## src/rtl/alu_wide_seq.sv

```systemverilog
// Sequencer that runs a 16-bit ADD/SUB as two passes through an external 8-bit ALU,
// low byte first, chaining the low-byte carry/borrow into the high-byte opcode.
module alu_wide_seq #(
    parameter int WAIT_CYCLES = 0
) (
    input  logic        clk,
    input  logic        rst_n,
    input  logic        req_valid,
    output logic        req_ready,
    input  logic        req_op,
    input  logic [15:0] req_a,
    input  logic [15:0] req_b,
    output logic [7:0]  alu_a,
    output logic [7:0]  alu_b,
    output logic [1:0]  alu_op,
    input  logic [7:0]  alu_result,
    input  logic [3:0]  alu_flags,
    output logic        rsp_valid,
    input  logic        rsp_ready,
    output logic [15:0] rsp_result,
    output logic [3:0]  rsp_flags
);

    localparam int CW = (WAIT_CYCLES > 0) ? $clog2(WAIT_CYCLES + 1) : 1;
    localparam logic [CW-1:0] CNT_LOAD = CW'(WAIT_CYCLES);

    typedef enum logic [1:0] {
        S_IDLE = 2'd0,
        S_LO   = 2'd1,
        S_HI   = 2'd2,
        S_RSP  = 2'd3
    } state_t;

    state_t        r_state;
    logic [15:0]   r_a;
    logic [15:0]   r_b;
    logic          r_op;
    logic          r_c_lo;
    logic          r_z_lo;
    logic [CW-1:0] r_cnt;
    logic [7:0]    r_res_lo;
    logic [15:0]   r_rsp_result;
    logic [3:0]    r_rsp_flags;
    logic          w_pass_done;

    assign w_pass_done = (r_cnt == {CW{1'b0}});

    // Control FSM: request capture, two timed ALU passes, response hold.
    always_ff @(posedge clk or negedge rst_n) begin
        if (!rst_n) begin
            r_state      <= S_IDLE;
            r_a          <= 16'd0;
            r_b          <= 16'd0;
            r_op         <= 1'b0;
            r_c_lo       <= 1'b0;
            r_z_lo       <= 1'b0;
            r_cnt        <= {CW{1'b0}};
            r_res_lo     <= 8'd0;
            r_rsp_result <= 16'd0;
            r_rsp_flags  <= 4'd0;
        end else begin
            case (r_state)
                S_IDLE: begin
                    if (req_valid) begin
                        r_a     <= req_a;
                        r_b     <= req_b;
                        r_op    <= req_op;
                        r_cnt   <= CNT_LOAD;
                        r_state <= S_LO;
                    end
                end
                S_LO: begin
                    if (w_pass_done) begin
                        r_res_lo <= alu_result;
                        r_c_lo   <= alu_flags[3];
                        r_z_lo   <= alu_flags[1];
                        r_cnt    <= CNT_LOAD;
                        r_state  <= S_HI;
                    end else begin
                        r_cnt <= r_cnt - CW'(1);
                    end
                end
                S_HI: begin
                    if (w_pass_done) begin
                        r_rsp_result <= {alu_result, r_res_lo};
                        // Z must cover both bytes, so merge with the low-pass zero flag.
                        r_rsp_flags  <= {alu_flags[3], alu_flags[2],
                                         r_z_lo & alu_flags[1], alu_flags[0]};
                        r_state      <= S_RSP;
                    end else begin
                        r_cnt <= r_cnt - CW'(1);
                    end
                end
                S_RSP: begin
                    if (rsp_ready) begin
                        r_state <= S_IDLE;
                    end
                end
                default: begin
                    r_state <= S_IDLE;
                end
            endcase
        end
    end

    // ALU drive mux: decodes registered state and operands only, so changes align to clk.
    always_comb begin
        alu_a  = 8'd0;
        alu_b  = 8'd0;
        alu_op = 2'b00;
        case (r_state)
            S_LO: begin
                alu_a  = r_a[7:0];
                alu_b  = r_b[7:0];
                alu_op = {1'b0, r_op};
            end
            S_HI: begin
                alu_a  = r_a[15:8];
                alu_b  = r_b[15:8];
                alu_op = {r_c_lo, r_op};
            end
            default: begin
                alu_a  = 8'd0;
                alu_b  = 8'd0;
                alu_op = 2'b00;
            end
        endcase
    end

    assign req_ready  = (r_state == S_IDLE);
    assign rsp_valid  = (r_state == S_RSP);
    assign rsp_result = r_rsp_result;
    assign rsp_flags  = r_rsp_flags;

endmodule

```

## config.mk

```make
export PLATFORM = sky130hd
export DESIGN_NAME = alu_wide_seq
export DESIGN_NICKNAME = d
export VERILOG_FILES = /design/src/rtl/alu_wide_seq.sv
export SDC_FILE = /design/constraint.sdc
export NUM_CORES = 1
export LEC_CHECK = 0
export CAP_MARGIN = 20
export CORE_UTILIZATION = 47
export CTS_CLUSTER_SIZE = 10
export DETAILED_ROUTE_END_ITERATION = 16
export GPL_ROUTABILITY_DRIVEN = 1
export PLACE_DENSITY = 0.86
export RECOVER_POWER = 25
export SLEW_MARGIN = 30
export SYNTH_ARGS = -nofsm -noshare
export SYNTH_HDL_FRONTEND = slang
export SYNTH_SLANG_ARGS = --single-unit
export TNS_END_PERCENT = 100
```

## constraint.sdc

```tcl
create_clock -name clk -period 1.57 [get_ports clk]
set_input_delay 0.314 -clock clk [delete_from_list [all_inputs] [get_ports clk]]
set_output_delay 0.314 -clock clk [all_outputs]
set_load 0.1 [all_outputs]
```

# Yosys cells after proc, flatten, opt, wreduce, memory -nomap -nowiden
# Cells that the tools add are included.
dict set report totals {
  reg_bits 66
  in_bits 49
  output_inout_bits 40
  word_cells 39
}
dict set report op_classes {
  add_sub_neg 1
  eq_ne 7
  mux 11
  bitwise 2
  n_reduce_logical 8
}
# operator count
set op_table {}
lappend op_table {{$pmux 8 s2} 2}
lappend op_table {{$mux 2} 4}
lappend op_table {{$pmux 2 s4} 1}
lappend op_table {{$reduce_and 2->1} 4}
lappend op_table {{$ne 2x2->1 const B} 3}
lappend op_table {{$eq 2x2->1 const B} 2}
lappend op_table {{$pmux 2 s2} 1}
lappend op_table {{$reduce_and 4->1} 1}
lappend op_table {{$eq 2x1->1 const B} 1}
lappend op_table {{$logic_not 2->1} 1}
lappend op_table {{$mux 1} 2}
lappend op_table {{$ne 2x1->1 const B} 1}
lappend op_table {{$pmux 1 s2} 1}
lappend op_table {{$reduce_bool 2->1} 1}
lappend op_table {{$reduce_or 2->1} 1}
lappend op_table {{$and 1x1->1} 1}
lappend op_table {{$not 1->1} 1}
lappend op_table {{$sub 1x1->1 const B} 1}

# Depth between registers and ports, before layout
dict set report logic_depth {
  word_depth 4
  depth_mapped 6
  depth_no_buf 4
}

# Worst setup path after synthesis
# OpenSTA, ideal clock, no wires.
dict set report synth_timing {
  path_type {register to output}
  start {register r_state[0]}
  end {output alu_a[0]}
  arrival_ns 2.396
  required_time_ns 1.256
  slack_ns -1.140
  stages_incl_launch_ff 5
  n_path_buf 1
  cell_sequence {dfrtp_1 inv_1 ha_1 clkbuf_1 nor2b_1}
}
dict set report synth_via {
  elab_chain_len 2
  word_cells_on_any_way 3
  cone_classes {eq/ne: 2; mux: 1}
}
# element line
set synth_rtl {}
lappend synth_rtl {{start, declared} 34} ;# state_t r_state;
lappend synth_rtl {{start signal, assigned} 51} ;# r_state <= S_IDLE;
lappend synth_rtl {{start signal, assigned} 69} ;# r_state <= S_LO;
lappend synth_rtl {{start signal, assigned} 78} ;# r_state <= S_HI;
lappend synth_rtl {{$eq 2x2->1 or $eq 2x1->1 (tied branches)} 111} ;# case (r_state)
lappend synth_rtl {{$pmux 8 s2 *} 111}
lappend synth_rtl {{end, declared} 13} ;# output logic [7:0] alu_a,
# Every way passes the cells marked *; elsewhere a longest branch is shown, timed or not.

# Worst setup path after layout
dict set report layout_timing {
  start {register r_state[1]}
  end {output alu_b[0]}
}
dict set report layout_via {
  elab_chain_len 2
  word_cells_on_any_way 3
  cone_classes {eq/ne: 2; mux: 1}
}
# element line
set layout_rtl {}
lappend layout_rtl {{$eq 2x2->1 or $eq 2x1->1 (tied branches)} 111}
lappend layout_rtl {{$pmux 8 s2 *} 111}
lappend layout_rtl {{end, declared} 14} ;# output logic [7:0] alu_b,
# Marks and branches as above.

==> run_results.csv <==
group,metric,value,unit
run_status,status,"finished with violations",
run_status,violations,"negative setup slack",
timing,fmax,0.484,GHz
setup_path,crit_start,"r_state[1]",
timing,slew_headroom,42.5,%
timing,layout_min_cycle_time,2.07,ns
yosys,avgSynthCellArea,15.4,um2
clock_tree,numCtsBuffers,9,
setup_path,path_max_fanout,8,
setup_path,worstRegToRegCells,6,
layout,multi_input_area,1440,um2
setup_path,max_stage_delay,0.45,ns
yosys,synth-simple-area-share,4.29,%
timing,skew,0.00860,ns
routing,viasPerCell,5.19,
timing,setup_ws,-0.496,ns
routing,drtAntennaViolNets,0,
clock_tree,cts_htree_levels,3,
timing,setup_viol,20,
yosys,synthMuxAreaShare,28.5,%
setup_path,worstPathArrival,1.75,ns
floorplan,die_h,80.4,um
setup_path,crit_path_frequent_cell,"buf_12",
layout,final_common_cell,"dfrtp_1",
grt,antenna_found_initial,0,
yosys,synthCells,188,
clock_tree,cts_tree,"done",
placed_design,place.gp.congestion,0.761,
grt,grt_pass1_wl,11.7,mm
layout,area.growth.synth_to_final,76.2,%
floorplan,die-area,6460,um2
floorplan,placement_rows,28,
layout,stdcell_area,5080,um2
setup_path,worst-setup-path-type,"flop to output port",
yosys,ys_types,18,
timing,slew_violations,0,
layout,post-route-util,85.9,%
setup_path,crit_slowest_cell,"dfrtp_1",
timing,rsz0062_at_grt,"yes",
yosys,synth.net_count,242,
routing,vias,2013,
layout,seqCellArea,1630,um2
timing,tns,-8.59,ns
placed_design,port_buffers,88,
setup_path,cp-end-kind,"output port",
clock_tree,clock_latency,0.34,ns
routing,drtIter0Drc,77,
setup_path,crit_path_end,"alu_b[0]",
setup_path,crit_required,1.26,ns
yosys,yosysWarnings,0,
layout,drive_above_1_share,61.3,%
yosys,synth_seq_cells,65,
placed_design,dpl_cell_area,4560,um2
floorplan,die_w,80.4,um
floorplan,initial_utilization,48.8,%
layout,final_cell_mix,"65 x dfrtp_1, 48 x buf_12, 47 x clkdlybuf4s50_1",
yosys,synth_adder_area_share,2.17,%
yosys,synthTopCellsByArea,"dfrtp_1 56%, mux2_4 16%, mux2_2 13%, a22oi_1 4.2%, nor2b_1 3.7%",
layout,antennaDiodeCount,0,
setup_path,cp_cell_sequence,"buf_6 > ha_4 > buf_12 > a22oi_2 > nor2b_4 > buf_12",
yosys,netlist.area_leader.share,56.4,%
yosys,syn_area,2890,um2
routing,drt-total-wl,7.55,mm
routing,wl_per_cell,19.5,um
routing,drc,0,
yosys,synth_compound_area_share,5.20,%
routing,dr.pass1.iters,4,
placed_design,hpwl,4.74,mm
yosys,synth_top_family_by_area,"multiplexers",
timing,worst_pin_slew,0.862,ns
placed_design,dp_slack,-0.261,ns
job,maxCapViolations,0,
timing,post-route-period-util,132,%
setup_path,cp-start-kind,"flop",
grt,grt.total_usage,25.1,%
grt,grt_pass1_vias,2281,
timing,final_hold_viol_count,0,
yosys,synth_xor_area_share,0,%
yosys,synth_seq_area_share,56.4,%
grt,grt_overflow,0,
clock_tree,clkSinkCount,65,
layout,fillCellCount,265,
layout,fin_nets,362,
yosys,synth_largest_area_cell,"dfrtp_1",
setup_path,r2r-end,"r_state[1]",
setup_path,r2r-start,"r_state[0]",
clock_tree,ctsLongestPathBuffers,2,
grt,grt_max_degree,66,
hold_path,hp-class,"flop to flop",
clock_tree,path_clk_slew,0.07,ns
hold_path,whs_path_depth,1,
floorplan,fp.coreArea,5920,um2
setup_path,r2r_slack,0.01,ns
floorplan,io_pins,89,
clock_tree,root_buffer,"clkbuf_8",
cells by family after synthesis:
kind of cell,count (synthesis)
buffers and inverters,15
muxes,63
DFF,65
adders and majority gates,5
AOI/OAI and AO/OA,20
and+or+nand+nor,20
per-stage QoR:
stage               std cells  hold WS, ns
floorplan                 188       0.0184
global placement          357        0.352
detailed placement        357        0.354
CTS                       385        0.508
global route              388        0.531
finish                    388        0.510
state kept, by name (all words and copies together) (netlist names):
register	count
r_a	16
r_b	16
rsp_result	16
r_res_lo	8
rsp_flags	4
r_state	2
r_c_lo	1
r_op	1
r_z_lo	1
cell usage after synthesis (all sizes together):
library cell / n
nand2: 1
a22oi: 16
o211a: 1
clkbuf: 1
and2: 1
nand3: 1
inv: 4
buf: 10
nor2b: 17
o32a: 1
mux2: 63
dfrtp: 65
ha: 5
o21ai: 1
a21oi: 1
layer usage:
layer	wire length [um]	global-route usage [%]	vias to the layer above
met3	495	8.41	14
met5	0	0	-
met1	3050	28.6	1008
met2	3880	42.5	89
li1	-	-	902
met4	126	10.9	0
worst min path at each step:
stage | startpoint | end
floorplan | rst_n | r_a[0]
global placement | rst_n | rsp_result[11]
detailed placement | rst_n | rsp_result[11]
CTS | r_res_lo[1] | rsp_result[1]
global route | r_res_lo[6] | rsp_result[6]
finish | r_res_lo[6] | rsp_result[6]
worst max-delay path: cells and delay by family (launching register included):
kind,cells,cell delay [ns]
buf+inv,3,0.47
flops,1,0.45
fa+ha+maj,1,0.18
simple gates,1,0.08
compound gates,1,0.23
what timing repair did:
item	in CTS	in global routing
pin swaps	14	2
endpoints found under the setup margin	26	34
endpoints found under the hold margin	29	0
setup buffers	10	2
gates cloned	1	1
gates resized for setup	23	7
hold buffers	1	0
area by class of cell:
| type | instances | area share (%) |
|---|---|---|
| sequential | 65 | 32.0 |
| clock buffer | 14 | 3.40 |
| timing repair buffer | 120 | 33.4 |
| multi-input combinational | 108 | 28.4 |
| inverter | 4 | 0.295 |
| tap | 75 | 1.85 |
| clock inverter | 2 | 0.689 |
Power is left out: the tool's default activity adds up to more than one toggle a clock period on the data nets, which glitch-free logic cannot reach.
